==> src/rtl/ipic_lite_arbiter.sv <==
// ipic_lite_arbiter
//   Shares the single IPIC-lite register-access port between NUM_REQ
//   requesters. Round-robin selection, one transaction in flight, waits for
//   the IPIC engine to go idle, issues a one-cycle start pulse and returns
//   done/err to the granted requester. A saturating per-transaction timeout
//   keeps a hung IPIC engine from locking everyone out.
//
// Ports
//   clk, reset             : clock, async active-high reset
//   req_valid/write        : per-requester request (held until done/err), 1=write
//   req_addr/req_wdata     : flattened per-requester command, requester i at [i*W +: W]
//   req_grant              : one-hot, high for the whole granted transaction
//   req_done / req_err     : one-cycle completion / timeout pulse to the granted requester
//   req_rdata              : last read data, updated on read completion only
//   curr_ipic_lite_state   : IPIC FSM state, 0 = idle
//   ipic_done_lite_wire    : IPIC completion pulse, single_read_data_lite valid with it
//   ipic_start_lite        : one-cycle start pulse
//   ipic_type_lite         : 2 = SINGLE_RD, 3 = SINGLE_WR
//   read/write_addr_lite, write_data_lite : command towards the IPIC engine
//   busy                   : arbiter not in IDLE
module ipic_lite_arbiter #(
  parameter int ADDR_WIDTH     = 32,
  parameter int DATA_WIDTH     = 32,
  parameter int NUM_REQ        = 4,
  parameter int TIMEOUT_CYCLES = 1024
) (
  input  logic                             clk,
  input  logic                             reset,
  input  logic [NUM_REQ-1:0]               req_valid,
  input  logic [NUM_REQ-1:0]               req_write,
  input  logic [NUM_REQ*ADDR_WIDTH-1:0]    req_addr,
  input  logic [NUM_REQ*DATA_WIDTH-1:0]    req_wdata,
  output logic [NUM_REQ-1:0]               req_grant,
  output logic [NUM_REQ-1:0]               req_done,
  output logic [NUM_REQ-1:0]               req_err,
  output logic [DATA_WIDTH-1:0]            req_rdata,
  input  logic [3:0]                       curr_ipic_lite_state,
  input  logic                             ipic_done_lite_wire,
  input  logic [DATA_WIDTH-1:0]            single_read_data_lite,
  output logic                             ipic_start_lite,
  output logic [2:0]                       ipic_type_lite,
  output logic [ADDR_WIDTH-1:0]            read_addr_lite,
  output logic [ADDR_WIDTH-1:0]            write_addr_lite,
  output logic [DATA_WIDTH-1:0]            write_data_lite,
  output logic                             busy
);

  localparam int IDXW = $clog2(NUM_REQ);
  localparam int CNTW = $clog2(TIMEOUT_CYCLES);
  localparam logic [CNTW-1:0] CNT_TERM = CNTW'(TIMEOUT_CYCLES - 1);
  localparam logic [IDXW-1:0] IDX_LAST = IDXW'(NUM_REQ - 1);
  localparam logic [2:0] TYPE_RD = 3'd2;
  localparam logic [2:0] TYPE_WR = 3'd3;

  typedef enum logic [1:0] {S_IDLE, S_WAIT_IP, S_WAIT_DONE, S_RELEASE} state_t;

  state_t                r_state, w_next;
  logic [IDXW-1:0]       r_rr_ptr, r_idx, w_sel;
  logic                  w_any;
  logic [NUM_REQ-1:0]    w_onehot;
  logic                  r_write;
  logic [ADDR_WIDTH-1:0] r_addr;
  logic [DATA_WIDTH-1:0] r_wdata;
  logic [CNTW-1:0]       r_cnt;
  logic                  w_ip_idle, w_term;

  assign w_ip_idle = (curr_ipic_lite_state == 4'd0);
  assign w_term    = (r_cnt == CNT_TERM);
  assign busy      = (r_state != S_IDLE);

  // Round-robin pick: walk from the highest offset down so the last hit
  // is the first requester at or after r_rr_ptr (wrapping).
  always_comb begin
    w_any    = 1'b0;
    w_sel    = '0;
    w_onehot = '0;
    for (int k = NUM_REQ - 1; k >= 0; k--) begin
      if (req_valid[(int'(r_rr_ptr) + k) % NUM_REQ]) begin
        w_any = 1'b1;
        w_sel = IDXW'((int'(r_rr_ptr) + k) % NUM_REQ);
      end
    end
    w_onehot[w_sel] = 1'b1;
  end

  always_ff @(posedge clk or posedge reset) begin
    if (reset) r_state <= S_IDLE;
    else       r_state <= w_next;
  end

  always_comb begin
    w_next = r_state;
    case (r_state)
      S_IDLE:      if (w_any) w_next = S_WAIT_IP;
      S_WAIT_IP:   if (w_ip_idle) w_next = S_WAIT_DONE;
      // done is checked first so a done on the terminal count wins
      S_WAIT_DONE: if (ipic_done_lite_wire || w_term) w_next = S_RELEASE;
      S_RELEASE:   w_next = S_IDLE;
      default:     w_next = S_IDLE;
    endcase
  end

  always_ff @(posedge clk or posedge reset) begin
    if (reset) begin
      r_rr_ptr        <= '0;
      r_idx           <= '0;
      r_write         <= 1'b0;
      r_addr          <= '0;
      r_wdata         <= '0;
      r_cnt           <= '0;
      req_grant       <= '0;
      req_done        <= '0;
      req_err         <= '0;
      req_rdata       <= '0;
      ipic_start_lite <= 1'b0;
      ipic_type_lite  <= '0;
      read_addr_lite  <= '0;
      write_addr_lite <= '0;
      write_data_lite <= '0;
    end else begin
      ipic_start_lite <= 1'b0;
      req_done        <= '0;
      req_err         <= '0;
      case (r_state)
        S_IDLE: if (w_any) begin
          // command is frozen here; later requester changes are ignored
          r_idx     <= w_sel;
          r_write   <= req_write[w_sel];
          r_addr    <= req_addr[w_sel*ADDR_WIDTH +: ADDR_WIDTH];
          r_wdata   <= req_wdata[w_sel*DATA_WIDTH +: DATA_WIDTH];
          req_grant <= w_onehot;
        end
        S_WAIT_IP: if (w_ip_idle) begin
          ipic_start_lite <= 1'b1;
          ipic_type_lite  <= r_write ? TYPE_WR : TYPE_RD;
          read_addr_lite  <= r_addr;
          write_addr_lite <= r_addr;
          if (r_write) write_data_lite <= r_wdata;
          r_cnt <= '0;
        end
        S_WAIT_DONE: begin
          if (ipic_done_lite_wire) begin
            req_done[r_idx] <= 1'b1;
            if (!r_write) req_rdata <= single_read_data_lite;
          end else if (w_term) begin
            req_err[r_idx] <= 1'b1;
          end else if (r_cnt != '1) begin
            r_cnt <= r_cnt + 1'b1;
          end
        end
        S_RELEASE: begin
          req_grant <= '0;
          r_rr_ptr  <= (r_idx == IDX_LAST) ? '0 : r_idx + 1'b1;
        end
        default: ;
      endcase
    end
  end

endmodule

==> config.mk <==
export PLATFORM = sky130hd
export DESIGN_NAME = ipic_lite_arbiter
export DESIGN_NICKNAME = d
export VERILOG_FILES = /design/src/rtl/ipic_lite_arbiter.sv
export SDC_FILE = /design/constraint.sdc
export NUM_CORES = 1
export LEC_CHECK = 0
export BUFFER_PORTS_ARGS = -buffer_cell sky130_fd_sc_hd__buf_2
export CAP_MARGIN = 5
export CORE_AREA = 2 2 175 177
export CTS_CLUSTER_SIZE = 28
export DETAILED_ROUTE_END_ITERATION = 10
export DIE_AREA = 0 0 177 179
export MAX_ROUTING_LAYER = met4
export PLACE_DENSITY = 0.61
export SYNTH_ARGS = -nofsm -noshare
export SYNTH_HDL_FRONTEND = slang
export SYNTH_SLANG_ARGS = --single-unit
==> constraint.sdc <==
create_clock -name clk -period 7.6 [get_ports clk]
set_input_delay 1.14 -clock clk [delete_from_list [all_inputs] [get_ports clk]]
set_output_delay 1.14 -clock clk [all_outputs]
set_load 0.01 [all_outputs]
## After elaboration in Yosys (flattened, before gate mapping)

Cells that the tools add are included.

| word-level totals | value |
|---|---|
| register bits after elaboration | 193 |
| bits in latches | 0 |
| memory bits (writable) | 0 |
| memory bits (read-only) | 0 |
| bits of input ports | 303 |
| word-level logic and storage cells | 109 |
| memories | 0 |

| cells by class | value |
|---|---|
| add/sub/neg operators | 5 |
| multiply operators | 0 |
| divide/modulo/power cells | 0 |
| order comparisons | 8 |
| equal/unequal tests | 12 |
| shift-type cells | 2 |
| muxes and demuxes | 45 |
| bitwise gates (word level) | 4 |
| reduce and logical (&&, ||, !) cells | 18 |

Operator list:

| kind | number |
|---|---|
| indexed part select 128 x 8 -> 32 bit | 2 |
| 2-to-1 mux 10 bit | 4 |
| 2-to-1 mux 4 bit | 6 |
| case mux 10 bit (2 select lines) | 1 |
| 2-to-1 mux 1 bit | 17 |
| 2-to-1 mux 2 bit | 8 |
| < comparator 3 x 4 -> 1 bit, second input constant | 3 |
| inequality test 2 bit, second input constant | 6 |
| adder 10 x 1 -> 10 bit, second input constant | 1 |
| binary-select mux 1 bit (select 2 bit) | 5 |
| equality test 10 bit, second input constant | 1 |
| inequality test 10 bit, second input constant | 1 |
| < comparator 2 x 3 -> 1 bit, second input constant | 3 |
| AND reduction 3 bit | 3 |
| case mux 2 bit (4 select lines) | 1 |
| case mux 4 bit (2 select lines) | 1 |
| equality test 2 bit, second input constant | 3 |
| AND reduction 2 bit | 3 |
| nonzero test 2 bit | 3 |
| OR reduction 2 bit | 3 |
| AND reduction 5 bit | 1 |
| adder 2 x 1 -> 2 bit, second input constant | 2 |
| adder 2 bit, second input constant | 2 |
| demux 1 bit (select 2 bit) | 2 |
| 8 further kinds | 12 |

## Longest topological paths before layout

Gate-level depths: netlist of the first run.

| depth | value |
|---|---|
| word-level depth | 16 |
| mapped depth | 10 |

## Least setup slack after synthesis of the first run

No wires, ideal clock.

| timing | value |
|---|---|
| kind | input-to-reg |
| start point | input port curr_ipic_lite_state[1] |
| end point | register r_cnt[5] |
| library setup time | 77 ps |
| arrival time | 2505 ps |
| slack | 5018 ps |
| stages | 5 |
| buffers on the path | 0 |
| cell sequence | o41a_1 > a311oi_2 > nor2_2 > or4_1 > a21oi_1 |

| between the ends | value |
|---|---|
| word-level cells in the longest chain between the ends | 3 |

Ends and longest elaborated chain:

| what | line | text |
|---|---|---|
| from (decl) | 37 | `input logic [3:0] curr_ipic_lite_state,` |
| zero test 4 bit | 67 | `assign w_ip_idle = (curr_ipic_lite_state == 4'd0);` |
| inequality test 2 bit (no source line) | - |  |
| AND reduction 5 bit (no source line) | - |  |
| to (signal assigned) | 148 | `r_cnt <= r_cnt + 1'b1;` |
| to (decl) | 64 | `logic [CNTW-1:0] r_cnt;` |

Every way passes these cells.
A chain may end at the register's enable or synchronous reset.

## Worst setup path in the final report of the first run

| timing | value |
|---|---|
| start point | input port curr_ipic_lite_state[0] |
| end point | register write_data_lite[5] |

| between the ends | value |
|---|---|
| word-level cells in the longest chain between the ends | 2 |

Ends and longest elaborated chain:

| what | line | text |
|---|---|---|
| zero test 4 bit | 67 |  |
| AND reduction 3 bit (no source line) | - |  |
| to (signal assigned) | 138 | `if (r_write) write_data_lite <= r_wdata;` |
| to (decl) | 44 | `output logic [DATA_WIDTH-1:0] write_data_lite,` |

Every way passes these cells.

==> insert_results.sql, run 1 <==
INSERT INTO impl_metrics (metric_group, metric, value, unit) VALUES
('place', 'portBuffers', '446', ''),
('yosys', 'syn-mean-instance-area', '10.7', 'um2'),
('clocking', 'clock_sink_count', '192', ''),
('yosys', 'synth_common_cells', 'sky130_fd_sc_hd__dfrtp_1 (192), sky130_fd_sc_hd__nand2_1 (112), sky130_fd_sc_hd__and2_1 (74), sky130_fd_sc_hd__nor2_1 (72), sky130_fd_sc_hd__mux2_2 (67)', ''),
('route', 'drt_pass1_iterations', '5', ''),
('route', 'route.detailed.drc', '0', ''),
('clocking', 'cts_tree', 'done', ''),
('grt', 'grt.total_usage', '0.186', ''),
('yosys', 'synth-seq-cells', '192', ''),
('clocking', 'clock_tree.buffer_depth', '2', ''),
('place', 'placed_area', '0.0119', 'mm2'),
('yosys', 'yosys_most_used_dff', 'sky130_fd_sc_hd__dfrtp_1', ''),
('hold_path', 'hold_path.class', 'reg2reg', ''),
('setup_path', 'setup.reg_to_reg.worst_slack', '3.54', 'ns'),
('sta', 'worst-slew-pin-transition', '1.04', 'ns'),
('sta', 'setup-violations-final', '0', ''),
('run_status', 'status', 'completed', ''),
('yosys', 'synth_warnings', '0', ''),
('power_and_ir_drop', 'power.clock.fraction', '0.191', ''),
('sta', 'fin_setup_tns', '0', 'ns'),
('run', 'drv_cap', '0', ''),
('route', 'wl', '29.3', 'mm'),
('sta', 'timing.fmax', '0.239', 'GHz'),
('die', 'core_region_area', '0.0300', 'mm2'),
('yosys', 'largest_area_contributor_in_the_netlist', 'sky130_fd_sc_hd__dfrtp_1', ''),
('yosys', 'post-synth-top-area-fraction', '0.498', ''),
('setup_path', 'rr_endpoint', 'write_data_lite[5]', ''),
('finish', 'multi_input_area', '0.00427', 'mm2'),
('yosys', 'ys_seq_area_frac', '0.498', ''),
('power_and_ir_drop', 'largest_voltage_drop_on_the_vdd_net', '0.136', 'mV'),
('yosys', 'async_reset_ff_frac', '1.00', ''),
('hold_path', 'hold_depth', '2', ''),
('yosys', 'mappedNetlistNets', '1214', ''),
('hold_path', 'worstHoldEndpoint', 'write_addr_lite[16]', ''),
('place', 'routabilityCongestion', '0.775', ''),
('die', 'start_util', '0.321', ''),
('route', 'route.antenna.remaining_nets', '0', ''),
('sta', 'max_slew_margin', '0.304', ''),
('clocking', 'cts_hold_repair.buffers', '0', ''),
('setup_path', 'crit_type', 'in2reg', ''),
('grt', 'grt_first_pass_wirelength', '43.5', 'mm'),
('die', 'dieHeight', '179', 'um'),
('setup_path', 'critical_path.reg2reg.startpoint', 'r_state[1]', ''),
('setup_path', 'worstSetupEndpointType', 'flop', ''),
('setup_path', 'crit_fanout', '35', ''),
('yosys', 'synth_area_leaders', 'sky130_fd_sc_hd__dfrtp_1 (50%), sky130_fd_sc_hd__mux2_2 (7.8%), sky130_fd_sc_hd__mux2i_1 (6.8%)', ''),
('setup_path', 'critPathArrivalTime', '4.49', 'ns'),
('power_and_ir_drop', 'power_per_cell_area', '364', 'mW/mm2'),
('yosys', 'yosys.cell_types.count', '48', ''),
('setup_path', 'required', '7.91', 'ns'),
('clocking', 'clk_pin_slew_worst_paths', '0.07', 'ns'),
('setup_path', 'startpoint_type', 'input port', ''),
('power_and_ir_drop', 'total_switching_power', '1.78', 'mW'),
('sta', 'timing.final.crit_period', '4.18', 'ns'),
('finish', 'register_area', '0.00480', 'mm2'),
('finish', 'synthToLayoutAreaGrowth', '29.4', '%'),
('sta', 'final_min_period_over_clock_period', '0.550', ''),
('sta', 'timing.final.hold_violations', '0', ''),
('power_and_ir_drop', 'p_comb_frac', '0.419', ''),
('finish', 'n_fill_cell', '2970', ''),
('power_and_ir_drop', 'cellLeakagePower', '6.36', 'nW'),
('grt', 'grt.overflow.total', '0', ''),
('finish', 'post_route_cells_drive_above_1_share', '0.437', ''),
('sta', 'max_slew_violation_total_from_the_final_report', '0', ''),
('grt', 'grt_max_degree', '116', ''),
('yosys', 'post_synth_instance_area', '0.00965', 'mm2'),
('die', 'rows', '64', ''),
('clocking', 'cts_made_buffers', '17', ''),
('finish', 'design.final.nets', '1591', ''),
('place', 'dpl.hpwl', '21.8', 'mm'),
('yosys', 'count_of_flip_flops_with_a_built_in_enable_after_synthesis', '0', '');
power groups by stage:
| stage | combinational [mW] | clock [mW] | sequential [mW] |
|---|---|---|---|
| floorplan | 1.23 | 0 | 1.83 |
| global placement | 1.90 | 0 | 1.78 |
| detailed placement | 1.93 | 0 | 1.79 |
| CTS | 1.94 | 0.895 | 1.78 |
| global route | 2.12 | 0.943 | 1.83 |
| finish | 1.90 | 0.868 | 1.77 |
per-stage QoR:
step	util	instances	setup slack (ns)	hold WS, ns	total power, mW
final	0.416	1690	3.42	0.464	4.54
after global routing	0.416	1690	3.01	0.492	4.89
after global placement	0.397	1656	2.80	0.448	3.68
after CTS	0.416	1688	3.20	0.470	4.61
after floorplan	-	902	1.23	0.439	3.06
after detailed placement	0.397	1656	2.73	0.449	3.72
flip-flops by register name, summed over array words and instances, names as in the netlist, 2 cells and up:
| register | count |
|---|---|
| r_addr | 32 |
| r_wdata | 32 |
| req_rdata | 32 |
| write_addr_lite | 32 |
| write_data_lite | 32 |
| r_cnt | 10 |
| req_done | 4 |
| req_err | 4 |
| req_grant | 4 |
| ipic_type_lite | 2 |
| r_idx | 2 |
| r_rr_ptr | 2 |
| r_state | 2 |
critical path: stages:
cell and delay (ns):
sky130_fd_sc_hd__buf_2 0.12, sky130_fd_sc_hd__nor4_1 0.07, sky130_fd_sc_hd__nand2_2 0.59, sky130_fd_sc_hd__clkinv_1 1.07
sky130_fd_sc_hd__nand2_2 1.05, sky130_fd_sc_hd__mux2_2 0.41
final cells by class:
type / instances / share of cell area
timing repair buffer: 456 / 0.185
sequential: 192 / 0.385
multi-input combinational: 603 / 0.342
clock buffer: 21 / 0.0361
antenna: 2 / 0.000401
inverter: 9 / 0.00331
tap: 396 / 0.0397
clock inverter: 11 / 0.00872
logic make-up after synthesis:
kind of cell               Yosys count  synth area share
and+or+nand+nor                    296             0.144
DFF                                192             0.498
AOI/OAI and AO/OA                  161             0.133
muxes                              133             0.147
buffers and inverters              107            0.0638
adders and majority gates            9            0.0117
xor gates and xnor gates             3           0.00272
other                                1          0.000389
layer usage:
metal,track usage,wire [um],vias up,part of all wire
li1,-,-,3952,-
met1,0.223,12600,3869,0.43
met2,0.318,14600,320,0.50
met3,0.0373,1760,20,0.060
met4,0.0530,388,0,0.013
met5,-,0,-,0
worst max path at each step:
stage                            startpoint                   to  slack, ns  cells past startpoint
floorplan                             reset      ipic_start_lite       1.23                      1
global placement    curr_ipic_lite_state[1]   write_data_lite[0]       2.80                      6
detailed placement  curr_ipic_lite_state[1]  write_data_lite[14]       2.73                      6
CTS                 curr_ipic_lite_state[1]   write_data_lite[3]       3.20                      6
global route        curr_ipic_lite_state[1]  write_data_lite[14]       3.01                      6
finish              curr_ipic_lite_state[0]   write_data_lite[5]       3.42                      6
cell usage in the layout, fill, tap and decap left out, types with 9 or more instances in the layout:
master	count
sky130_fd_sc_hd__buf_2	446
sky130_fd_sc_hd__dfrtp_1	192
sky130_fd_sc_hd__nand2_1	110
sky130_fd_sc_hd__and2_1	73
sky130_fd_sc_hd__nor2_1	71
sky130_fd_sc_hd__mux2_2	67
sky130_fd_sc_hd__mux2i_1	66
sky130_fd_sc_hd__a211oi_1	65
sky130_fd_sc_hd__a221oi_1	65
sky130_fd_sc_hd__clkbuf_16	17
sky130_fd_sc_hd__o21ai_0	10
sky130_fd_sc_hd__buf_4	10
sky130_fd_sc_hd__ha_1	9
No activity file was read; power rests on OpenSTA's default activity.
==> run 2: changes to the inputs <==
--- a/config.mk
+++ b/config.mk
@@ -7,12 +7,12 @@
 export LEC_CHECK = 0
 export BUFFER_PORTS_ARGS = -buffer_cell sky130_fd_sc_hd__buf_2
 export CAP_MARGIN = 5
-export CORE_AREA = 2 2 175 177
+export CORE_AREA = 2 2 172 174
 export CTS_CLUSTER_SIZE = 28
 export DETAILED_ROUTE_END_ITERATION = 10
-export DIE_AREA = 0 0 177 179
+export DIE_AREA = 0 0 174 176
 export MAX_ROUTING_LAYER = met4
-export PLACE_DENSITY = 0.61
+export PLACE_DENSITY = 0.65
 export SYNTH_ARGS = -nofsm -noshare
 export SYNTH_HDL_FRONTEND = slang
 export SYNTH_SLANG_ARGS = --single-unit
==> constraint.sdc (replaced) <==
create_clock -name clk -period 3.7 [get_ports clk]
set_input_delay 0.555 -clock clk [delete_from_list [all_inputs] [get_ports clk]]
set_output_delay 0.555 -clock clk [all_outputs]
set_load 0.01 [all_outputs]
==> insert_results.sql, run 2 (same netlist as run 1, synthesis figures left out) <==
INSERT INTO impl_metrics (metric_group, metric, value, unit) VALUES
('power_and_ir_drop', 'power_per_cell_area', '750', 'mW/mm2'),
('sta', 'max_slew_margin', '0.311', ''),
('clocking', 'cts_hold_repair.buffers', '0', ''),
('finish', 'design.final.nets', '1598', ''),
('setup_path', 'rr_endpoint', 'r_addr[24]', ''),
('setup_path', 'worstSetupEndpointType', 'flop', ''),
('clocking', 'clock_sink_count', '192', ''),
('setup_path', 'crit_slowest_cell', 'sky130_fd_sc_hd__o21ai_4', ''),
('die', 'width_of_the_die', '174', 'um'),
('finish', 'most_common_cell_after_layout_fill_and_taps_aside', 'sky130_fd_sc_hd__buf_2', ''),
('setup_path', 'critical_path.reg2reg.startpoint', 'r_rr_ptr[1]', ''),
('clocking', 'clk_pin_slew_worst_paths', '0.08', 'ns'),
('die', 'number_of_ports_placed_on_the_die_boundary', '448', ''),
('finish', 'register_area', '0.00480', 'mm2'),
('route', 'post_drt_wl_per_cell', '17.9', 'um'),
('grt', 'grt.total_usage', '0.199', ''),
('setup_path', 'startpoint_type', 'flop', ''),
('setup_path', 'critical_path.cell_chain', 'nand2_1 > a311oi_1 > o21ai_4 > buf_4 > a221oi_1 > a211oi_1', ''),
('hold_path', 'hold_path.class', 'in2async', ''),
('setup_path', 'rr_worst_depth', '6', ''),
('setup_path', 'required', '4.01', 'ns'),
('grt', 'grt_max_degree', '92', ''),
('sta', 'setup-violations-final', '0', ''),
('sta', 'fin_setup_tns', '0', 'ns'),
('route', 'first_iter_violations', '429', ''),
('finish', 'synthToLayoutAreaGrowth', '30.7', '%'),
('setup_path', 'cpPeakStageDelay', '0.86', 'ns'),
('die', 'core_region_area', '0.0285', 'mm2'),
('sta', 'final_min_period_over_clock_period', '0.706', ''),
('clocking', 'cts_tree', 'done', ''),
('setup_path', 'critPathArrivalTime', '2.92', 'ns'),
('grt', 'grt.overflow.total', '0', ''),
('setup_path', 'setup.reg_to_reg.worst_slack', '1.09', 'ns'),
('route', 'vias', '8335', ''),
('finish', 'post_route_cells_drive_above_1_share', '0.441', ''),
('finish', 'n_fill_cell', '2811', ''),
('place', 'routabilityCongestion', '0.854', ''),
('grt', 'antenna_found_initial', '1', ''),
('clocking', 'post_cts_gate_resize_count', '0', ''),
('sta', 'worst-slew-pin-transition', '1.03', 'ns'),
('sta', 'timing.fmax', '0.383', 'GHz'),
('place', 'portBuffers', '446', ''),
('run_status', 'status', 'completed', ''),
('clocking', 'cts_max_level', '4', ''),
('die', 'dieArea', '0.0306', 'mm2'),
('die', 'rows', '62', ''),
('route', 'vias_per_instance', '4.95', ''),
('place', 'dp_cells', '1651', ''),
('sta', 'timing.final.hold_violations', '0', ''),
('die', 'start_util', '0.338', ''),
('clocking', 'post_cts_buffers', '0', ''),
('setup_path', 'crit_fanout', '34', ''),
('die', 'dieHeight', '176', 'um'),
('finish', 'layout_common_cells', 'sky130_fd_sc_hd__buf_2 (446), sky130_fd_sc_hd__dfrtp_1 (192), sky130_fd_sc_hd__nand2_1 (112), sky130_fd_sc_hd__and2_1 (73), sky130_fd_sc_hd__nor2_1 (71)', ''),
('sta', 'timing.final.crit_period', '2.61', 'ns'),
('finish', 'multi_input_area', '0.00427', 'mm2'),
('sta', 'fin_worst_skew', '0.0148', 'ns'),
('clocking', 'cts_root_buf', 'sky130_fd_sc_hd__clkbuf_16', ''),
('route', 'wl', '30.1', 'mm'),
('run', 'drv_cap', '0', ''),
('sta', 'grt_setup_unrepaired', 'no', ''),
('setup_path', 'crit_type', 'reg2reg', ''),
('place', 'dpl.hpwl', '22.1', 'mm'),
('power_and_ir_drop', 'cellLeakagePower', '6.43', 'nW'),
('grt', 'first_global_vias', '8310', ''),
('route', 'route.antenna.remaining_nets', '0', ''),
('finish', 'antenna_cells', '0', ''),
('clocking', 'cts_made_buffers', '17', ''),
('clocking', 'worstSkewPairLatency', '0.43', 'ns'),
('sta', 'max_slew_violation_total_from_the_final_report', '0', ''),
('power_and_ir_drop', 'largest_voltage_drop_on_the_vdd_net', '0.345', 'mV'),
('grt', 'grt_first_pass_wirelength', '46.3', 'mm'),
('finish', 'layoutNonFillerInstCount', '1683', ''),
('route', 'drt_pass1_iterations', '4', ''),
('clocking', 'clock_tree.buffer_depth', '2', ''),
('route', 'route.detailed.drc', '0', '');
-- run 2: cell types whose count changed in the layout (fill, tap and decap cells not counted), moves of 3 or more --
cell,delta
sky130_fd_sc_hd__clkinv_8,+4
sky130_fd_sc_hd__inv_8,+3
sky130_fd_sc_hd__clkbuf_1,-3
sky130_fd_sc_hd__buf_12,+5
-- run 2: worst max-delay path by stage --
stage | start | to | slack [ns] | cells past startpoint
floorplan | reset | ipic_start_lite | 0.67 | 1
global placement | req_valid[0] | r_addr[22] | 1.02 | 7
detailed placement | req_valid[0] | r_addr[24] | 0.91 | 7
CTS | r_rr_ptr[1] | r_addr[24] | 1.11 | 6
global route | r_rr_ptr[1] | r_addr[9] | 0.98 | 6
finish | r_rr_ptr[1] | r_addr[24] | 1.09 | 6
-- run 2: routing by layer --
layer,share of wire,up-vias,GRT usage
met5,0,-,-
met4,0.015,0,0.0480
met3,0.057,29,0.0383
met2,0.50,335,0.336
met1,0.43,4005,0.248
li1,-,3966,-
-- run 2: critical path: cells and delay by family (launching register included) --
family,cells,cell delay [ns]
AOI/OAI and AO/OA,4,1.42
buffers and inverters,1,0.47
and+or+nand+nor,1,0.10
DFF,1,0.46
-- run 2: report_power, final --
| part | switching [mW] | internal, mW | total [mW] |
|---|---|---|---|
| sequential | 0.560 | 3.03 | 3.59 |
| combinational | 2.26 | 1.74 | 4.00 |
| clock | 0.940 | 0.932 | 1.87 |
| total | 3.76 | 5.70 | 9.46 |
-- run 2: stage by stage --
stage	total power [mW]	setup WS (ns)	cell area [um2]	hold WS, ns	utilization
after floorplan	6.28	0.669	9660	0.439	-
after detailed placement	7.68	0.907	12000	0.448	0.421
after global routing	10.2	0.976	12600	0.0947	0.442
after global placement	7.58	1.02	12000	0.446	0.421
after CTS	9.60	1.11	12600	0.0831	0.442
final	9.46	1.09	12600	0.0979	0.442
-- run 2: final cells by class --
type | instances | area share
clock buffer | 18 | 0.0348
sequential | 192 | 0.381
tap | 384 | 0.0381
multi-input combinational | 603 | 0.338
clock inverter | 14 | 0.0129
inverter | 9 | 0.00298
timing repair buffer | 463 | 0.192
==> run 3: changes to the inputs <==
==> constraint.sdc (replaced) <==
create_clock -name clk -period 2.3 [get_ports clk]
set_input_delay 0.345 -clock clk [delete_from_list [all_inputs] [get_ports clk]]
set_output_delay 0.345 -clock clk [all_outputs]
set_load 0.01 [all_outputs]
==> insert_results.sql, run 3 (same netlist as run 1, synthesis figures left out) <==
INSERT INTO impl_metrics (metric_group, metric, value, unit) VALUES
('grt', 'first_global_vias', '8627', ''),
('finish', 'post_route_cells_drive_above_1_share', '0.446', ''),
('sta', 'final_min_period_over_clock_period', '0.939', ''),
('die', 'rows', '62', ''),
('clocking', 'clock_sink_count', '192', ''),
('grt', 'grt_max_degree', '84', ''),
('die', 'start_util', '0.338', ''),
('die', 'dieHeight', '176', 'um'),
('die', 'number_of_ports_placed_on_the_die_boundary', '448', ''),
('route', 'post_drt_wl_per_cell', '17.5', 'um'),
('sta', 'timing.final.hold_violations', '0', ''),
('finish', 'most_common_cell_after_layout_fill_and_taps_aside', 'sky130_fd_sc_hd__buf_2', ''),
('grt', 'grt.overflow.total', '0', ''),
('place', 'routabilityCongestion', '0.817', ''),
('power_and_ir_drop', 'largest_voltage_drop_on_the_vdd_net', '0.558', 'mV'),
('setup_path', 'startpoint_type', 'flop', ''),
('route', 'drt_pass1_iterations', '5', ''),
('sta', 'fin_worst_skew', '0.0240', 'ns'),
('run_status', 'status', 'completed', ''),
('die', 'dieArea', '0.0306', 'mm2'),
('finish', 'synthToLayoutAreaGrowth', '32.4', '%'),
('sta', 'setup-violations-final', '0', ''),
('sta', 'timing.hold.ws', '0.149', 'ns'),
('route', 'first_iter_violations', '374', ''),
('place', 'portBuffers', '446', ''),
('sta', 'setup_ws', '0.140', 'ns'),
('route', 'vias_per_instance', '4.92', ''),
('sta', 'timing.fmax', '0.463', 'GHz'),
('finish', 'design.final.nets', '1613', ''),
('power_and_ir_drop', 'power_per_cell_area', '1200', 'mW/mm2'),
('die', 'width_of_the_die', '174', 'um'),
('clocking', 'clk_pin_slew_worst_paths', '0.09', 'ns'),
('grt', 'grt.total_usage', '0.197', ''),
('finish', 'antenna_cells', '0', ''),
('clocking', 'cts_max_level', '4', ''),
('setup_path', 'crit_type', 'reg2reg', ''),
('run', 'drv_cap', '0', ''),
('place', 'placement.setup.worst_slack', '0.163', 'ns'),
('setup_path', 'required', '2.65', 'ns'),
('setup_path', 'critPathArrivalTime', '2.51', 'ns'),
('power_and_ir_drop', 'cellLeakagePower', '6.53', 'nW'),
('grt', 'antenna_found_initial', '0', ''),
('place', 'dpl.hpwl', '22.3', 'mm'),
('finish', 'finalCoreUtilization', '0.448', ''),
('clocking', 'cts_made_buffers', '17', ''),
('finish', 'layout_common_cells', 'sky130_fd_sc_hd__buf_2 (446), sky130_fd_sc_hd__dfrtp_1 (192), sky130_fd_sc_hd__nand2_1 (112), sky130_fd_sc_hd__and2_1 (73), sky130_fd_sc_hd__nor2_1 (71)', ''),
('grt', 'grt_first_pass_wirelength', '46.2', 'mm'),
('clocking', 'cts_hold_repair.buffers', '1', ''),
('clocking', 'post_cts_gate_resize_count', '0', ''),
('setup_path', 'worstSetupEndpointType', 'flop', ''),
('clocking', 'cts_root_buf', 'sky130_fd_sc_hd__clkbuf_16', ''),
('clocking', 'cts_tree', 'done', ''),
('hold_path', 'hold_path.class', 'in2reg', ''),
('setup_path', 'crit_fanout', '11', ''),
('place', 'placed_area', '0.0122', 'mm2'),
('route', 'vias', '8357', ''),
('sta', 'max_slew_violation_total_from_the_final_report', '0', ''),
('sta', 'timing.final.crit_period', '2.16', 'ns'),
('sta', 'grt_setup_unrepaired', 'no', ''),
('clocking', 'worstSkewPairLatency', '0.43', 'ns'),
('route', 'route.detailed.drc', '0', ''),
('die', 'core_region_area', '0.0285', 'mm2'),
('route', 'wl', '29.7', 'mm'),
('clocking', 'clock_tree.buffer_depth', '2', ''),
('clocking', 'post_cts_buffers', '0', ''),
('finish', 'n_fill_cell', '2826', ''),
('finish', 'post-route-cell-area', '0.0128', 'mm2'),
('route', 'route.antenna.remaining_nets', '0', '');
## run 3: area by class of cell
| cell class | instances | area [um2] | share of cell area |
|---|---|---|---|
| sequential | 192 | 4800 | 0.376 |
| multi-input combinational | 603 | 4270 | 0.334 |
| timing repair buffer | 478 | 2600 | 0.203 |
| tap | 384 | 480 | 0.0376 |
| clock buffer | 18 | 429 | 0.0336 |
| clock inverter | 14 | 160 | 0.0125 |
| inverter | 9 | 37.5 | 0.00294 |
## run 3: stage by stage
step	cells	setup TNS [ns]	power, mW
after global routing	1698	0	16.5
after global placement	1665	0	12.4
after CTS	1698	0	15.6
after detailed placement	1665	0	12.5
after floorplan	902	-100.12	10.1
final	1698	0	15.4
## run 3: worst paths after layout
check                                     startpoint                   to  slack (ns)  depth (start not counted)
max in group asynchronous                      reset  write_data_lite[17]        1.05                          5
min reg2reg                                r_addr[4]   write_addr_lite[4]        0.47                          2
max reg2reg                               r_state[0]             r_cnt[5]        0.14                          7
min                        single_read_data_lite[12]        req_rdata[12]        0.15                          2
max                                       r_state[0]             r_cnt[5]        0.14                          7
min in group asynchronous                      reset        req_rdata[31]        0.43                          3
## run 3: routing by layer
layer | track usage | part of all wire
met1 | 0.237 | 0.41
met2 | 0.346 | 0.52
met3 | 0.0355 | 0.058
met4 | 0.0473 | 0.013
met5 | - | 0
## run 3: power breakdown
group	switching (mW)	internal (mW)	leakage, nW
sequential	0.909	4.88	2.34
combinational	3.65	2.94	3.90
clock	1.45	1.56	0.292
## run 3: worst max-delay path: stages (launching register included)
cell	delay [ns]
sky130_fd_sc_hd__dfrtp_1	0.41
sky130_fd_sc_hd__inv_1	0.11
sky130_fd_sc_hd__ha_1	0.17
sky130_fd_sc_hd__or2b_1	0.28
sky130_fd_sc_hd__a311oi_2	0.31
sky130_fd_sc_hd__nor2_2	0.15
sky130_fd_sc_hd__or4_1	0.48
sky130_fd_sc_hd__a21oi_1	0.17
